**config.mk**
```make
export PLATFORM = sky130hd
export DESIGN_NAME = rca_4_bit
export DESIGN_NICKNAME = d
export VERILOG_FILES = /design/src/rtl/rca_pkg.sv /design/src/rtl/rca_full_adder.sv /design/src/rtl/rca_4_bit.sv
export SDC_FILE = /design/constraint.sdc
export NUM_CORES = 1
export LEC_CHECK = 0
export BUFFER_PORTS_ARGS = -buffer_cell sky130_fd_sc_hd__buf_2
export CORE_AREA = 2 2 39 41
export DETAILED_ROUTE_END_ITERATION = 8
export DIE_AREA = 0 0 41 43
export MAX_ROUTING_LAYER = met4
export SLEW_MARGIN = 10
export SYNTH_ARGS = -nofsm -noshare
export SYNTH_HDL_FRONTEND = slang
export SYNTH_SLANG_ARGS = --single-unit
```
**constraint.sdc**
```tcl
create_clock -name clk -period 0.8 [get_ports clk]
set_input_delay 0.08 -clock clk [delete_from_list [all_inputs] [get_ports clk]]
set_output_delay 0.08 -clock clk [all_outputs]
set_load 0.05 [all_outputs]
```
**src/rtl/rca_pkg.sv**
```systemverilog
// rtl/rca_pkg.sv - shared width and result types for the registered ripple-carry adder
package rca_pkg;

  localparam int RCA_WIDTH = 4;

  typedef logic [RCA_WIDTH-1:0] rca_word_t;

  typedef struct {
    rca_word_t sum;
    logic      carry;
  } rca_result_t;

endpackage

```
**src/rtl/rca_full_adder.sv**
```systemverilog
// rtl/rca_full_adder.sv - single-bit combinational full-adder cell
module rca_full_adder (
  input  logic a,
  input  logic b,
  input  logic ci,
  output logic s,
  output logic co
);

  logic p;

  assign p  = a ^ b;
  assign s  = p ^ ci;
  assign co = (a & b) | (ci & p);

endmodule

```
**src/rtl/rca_4_bit.sv**
```systemverilog
// rtl/rca_4_bit.sv - 4-bit ripple-carry adder with registered {cout, out}
// Optional RCA_FLAGS_EN adds registered ovf and zero outputs.
module rca_4_bit
  import rca_pkg::*;
#(
  parameter int WIDTH = RCA_WIDTH
) (
  input  logic             clk,
  input  logic             rst_n,
  output logic [WIDTH-1:0] out,
  output logic             cout,
  input  logic [WIDTH-1:0] a,
  input  logic [WIDTH-1:0] b,
  input  logic             cin
`ifdef RCA_FLAGS_EN
  ,
  output logic             ovf,
  output logic             zero
`endif
);

  rca_word_t   sum;
  logic        carry_out;
  rca_result_t res;

  // Each cell owns its carry so the chain is a set of distinct nets, cell to cell.
  for (genvar i = 0; i < WIDTH; i++) begin : g_cell
    logic ci;
    logic co;
    logic s;

    if (i == 0) begin : g_c0
      assign ci = cin;
    end else begin : g_cn
      assign ci = g_cell[i-1].co;
    end

    rca_full_adder u_fa (
      .a  (a[i]),
      .b  (b[i]),
      .ci (ci),
      .s  (s),
      .co (co)
    );

    assign sum[i] = s;
  end

  assign carry_out = g_cell[WIDTH-1].co;

  always_ff @(posedge clk or negedge rst_n) begin
    if (!rst_n) begin
      res.sum   <= '0;
      res.carry <= 1'b0;
    end else begin
      res.sum   <= sum;
      res.carry <= carry_out;
    end
  end

  assign out  = res.sum;
  assign cout = res.carry;

`ifdef RCA_FLAGS_EN
  // ovf is the signed overflow: carry into the sign bit differs from carry out of it.
  always_ff @(posedge clk or negedge rst_n) begin
    if (!rst_n) begin
      ovf  <= 1'b0;
      zero <= 1'b0;
    end else begin
      ovf  <= carry_out ^ g_cell[WIDTH-1].ci;
      zero <= (sum == '0);
    end
  end
`endif

endmodule

```
After elaboration in Yosys (flattened, before gate mapping)
Cells that the tools add are included.

storage, ports and cells
  flip-flop bits (word level) = 5
  input port bits = 11
  output and inout bits = 5
  logic and storage cells = 22

cells by class
  bitwise logic cells = 20

operator list
  cell           count
  $and A1 B1 Y1  8
  $xor A1 B1 Y1  8
  $or A1 B1 Y1   4

Depth between registers and ports, before layout
  word-level depth = 9
  depth in mapped cells = 8
  gate-level depth less buffers = 8

Modules after synthesis
Synthesis repeated with hierarchy kept, for this count alone.

unflattened totals
  cell total of the unflattened synthesis = 9
  area, all modules = 205.2 um^2

modules (own cells, without submodules)
  module          instances  cells an instance  area an instance (um^2)  seq. area each (um^2)
  rca_4_bit       1          5                  125.1                    125.1
  rca_full_adder  4          1                  20.0                     0.0

Worst setup path before layout
No wires, ideal clock.

  path kind = input -> register
  from = in a[0]
  to = reg res (netlist bit out[3])
  library setup time = 0.064 ns
  data arrival time = 1.573 ns
  data required time = 0.736 ns
  setup slack = -0.837 ns
  cell stages on the path = 8
  path buffers = 0
  cells stage by stage = inv_1 fa_1 inv_1 fa_1 fa_1 inv_1 fa_1 inv_1

between the ends
  cells in the longest elaborated chain, start to end = 8
  elaborated cells on any way between the ends = 9
  those cells by class = 9 x bitwise

ends and longest elaborated chain
  element            RTL line              RTL
  start, declared    rca_4_bit.sv:12       input logic [WIDTH-1:0] a,
  $xor A1 B1 Y1      rca_full_adder.sv:12  assign p = a ^ b;
  $and A1 B1 Y1      rca_full_adder.sv:14  assign co = (a & b) | (ci & p);
  $or A1 B1 Y1 (*)   rca_full_adder.sv:14
  $and A1 B1 Y1 (*)  rca_full_adder.sv:14
  $or A1 B1 Y1 (*)   rca_full_adder.sv:14
  $and A1 B1 Y1 (*)  rca_full_adder.sv:14
  $or A1 B1 Y1 (*)   rca_full_adder.sv:14
  $xor A1 B1 Y1 (*)  rca_full_adder.sv:13  assign s = p ^ ci;
  via g_cell[3].s    rca_4_bit.sv:30       logic s;
  end, declared      rca_4_bit.sv:24       rca_result_t res;

Mark *: on every way through the listed nets, which the timed path passes. The rest lies on a longest branch.

Worst setup path in the final report
Same ends and word-level chain as after synthesis.

==> run summary <==
Status -> finished with violations
Failing checks -> setup timing
Root Driver -> clkbuf_4
Via density -> 3.291
IO Count -> 16
Final setup fails -> 9
Syn_area_per_cell -> 12.78 sq um
Max transition margin -> 92.27%
Yosys top cell by area -> dfrtp_1
Ys Warns -> 0
Area growth syn-to-layout -> 85.05%
Port Buf Inserts -> 15
TritonCTS clock tree -> yes
Synth area leaders -> dfrtp_1 52%, fa_1 33%, inv_1 15%
GRT overflow -> 0
Crit Path Class -> input pin to register
Antenna Nets Post-Route -> 0
DR vias -> 181
Setup TNS -> -1.798 ns
Clock period minus worst slack -> 1.493 ns
Post-synthesis cell type count -> 3
First-pass GRT wire length -> 676 um
CTS Buffer Depth -> 2
Worst Hold End -> out[2]
Fin crit share -> 186.6%
Max cap viols -> 0
Worst-path clk slew -> 0.04 ns
Row count -> 14
Cells after Synth -> 19
Hpwl dp -> 386.5 um
Clk sinks -> 5
DRC viols -> 0
Die width -> 41 um
H-tree depth -> 1
Fillers -> 145
Most frequent cells in the layout -> 8 x buf_2, 6 x buf_6, 5 x dfrtp_1
Slew Limit Fails -> 0
CP required -> 0.98 ns
Nets@finish -> 55
Largest net degree at the start of global routing -> 6
Static Leakage -> 0.0002286 uW
Post-Syn Nets -> 34
Routed WL -> 428 um
Setup WS post-layout -> -0.6930 ns
Core Footprint -> 1384 sq um
Initial antenna violation count -> 0
Worst Path Max Fanout -> 1
Hold Fails Final Rpt -> 0
Non-filler cells, final -> 55
Startpoint types -> input pin
Share of the synthesized area in the top cell type -> 51.55%
Peak supply drop -> 417.5 uV
Max Freq -> 669.8 MHz
Drt first pass iters -> 1
Gpl congestion -> 0.5177
RSZ-0062 raised after global routing -> yes
# diodes -> 0
Mapped cell area -> 242.7 sq um
Share of cells above drive strength 1 -> 71.79%
Dpl cells -> 50
Commonest non-fill, non-tap cell in the layout -> buf_2
Pwr/cell area -> 2141 nW/um^2
Per-cell routed wire length -> 7.782 um
WHS Path Cells -> 2
Seq/Total Area, Yosys -> 51.55%
Arr. time, crit path -> 1.67 ns
Crit end category -> register
HP Start -> b[2]
Chip height -> 43 um
Setup Slack @ Placement -> -0.9888 ns
Hold Crit Class -> input pin to register
Slew @ Worst Pin -> 0.1159 ns
Gr usage total -> 6.528%
FF+latch count, synth -> 5
CTS Buf Count -> 3
Die Area -> 1763 sq um
DRT iter0 DRCs -> 0
Vias in the first global route -> 187
Initial Utilization -> 17.54%
Setup Buffers After CTS -> 0
registers in the layout, summed over array words and instances (netlist names):
register,flops
cout,1
out,4
area by class of cell:
class / instances / area (sq um) / area share (%)
clock buffer: 4 / 26.28 / 5.850
inverter: 10 / 55.05 / 12.26
multi-input combinational: 4 / 90.09 / 20.06
sequential: 5 / 125.1 / 27.86
tap: 16 / 20.02 / 4.457
timing repair buffer: 16 / 132.6 / 29.53
synthesized netlist by cell type:
cell     count
fa_1         4
inv_1       10
dfrtp_1      5
stage by stage:
| step | util [%] | cell area (sq um) | power (uW) | hold WS [ns] |
|---|---|---|---|---|
| floorplan | - | 270.3 | 515.9 | -0.2156 |
| global placement | 26.40 | 365.4 | 604.6 | -0.1031 |
| detailed placement | 26.40 | 365.4 | 612.6 | -0.09973 |
| CTS | 32.46 | 449.2 | 979.3 | 0.1489 |
| global route | 32.46 | 449.2 | 1043 | 0.1525 |
| finish | 32.46 | 449.2 | 961.8 | 0.1551 |
layer usage:
layer | vias up | GRT usage [%] | wire, um
met5 | - | - | 0
met4 | 0 | 6.000 | 0
met3 | 0 | 5.236 | 79
met2 | 14 | 8.750 | 200
met1 | 80 | 5.263 | 148
li1 | 87 | - | -
what timing repair did:
action	CTS	global route
resized for setup	15	1
endpoints found under the setup margin	9	9
cloned	0	0
hold buffers	1	0
hold endpoints to repair	5	0
kinds of logic after synthesis:
group / synth area share, %
flops: 51.55
fa+ha+maj: 32.99
buf+inv: 15.47
worst max-delay path by stage:
stage | from | endpoint | slack, ns | depth (start not counted)
4_1_cts | a[0] | out[3] | -0.69 | 9
2_1_floorplan | a[0] | out[3] | -0.76 | 8
3_3_place_gp | a[0] | out[3] | -0.98 | 9
3_5_place_dp | a[0] | out[3] | -0.99 | 9
6_report | a[0] | out[3] | -0.69 | 9
5_1_grt | a[0] | out[3] | -0.71 | 9
critical path, stage by stage:
cell	delay (ns)
buf_8	0.11
inv_12	0.04
fa_2	0.19
inv_2	0.04
fa_2	0.33
fa_2	0.34
inv_2	0.06
fa_2	0.43
inv_2	0.05
power breakdown:
group          total [uW]  switching [uW]  leakage [uW]  internal [uW]
Clock                 282            93.7     0.0000150            188
Sequential            315            19.6     0.0000583            296
Combinational         365             223      0.000155            142
Note: power is estimated with default switching activity, not from simulation.
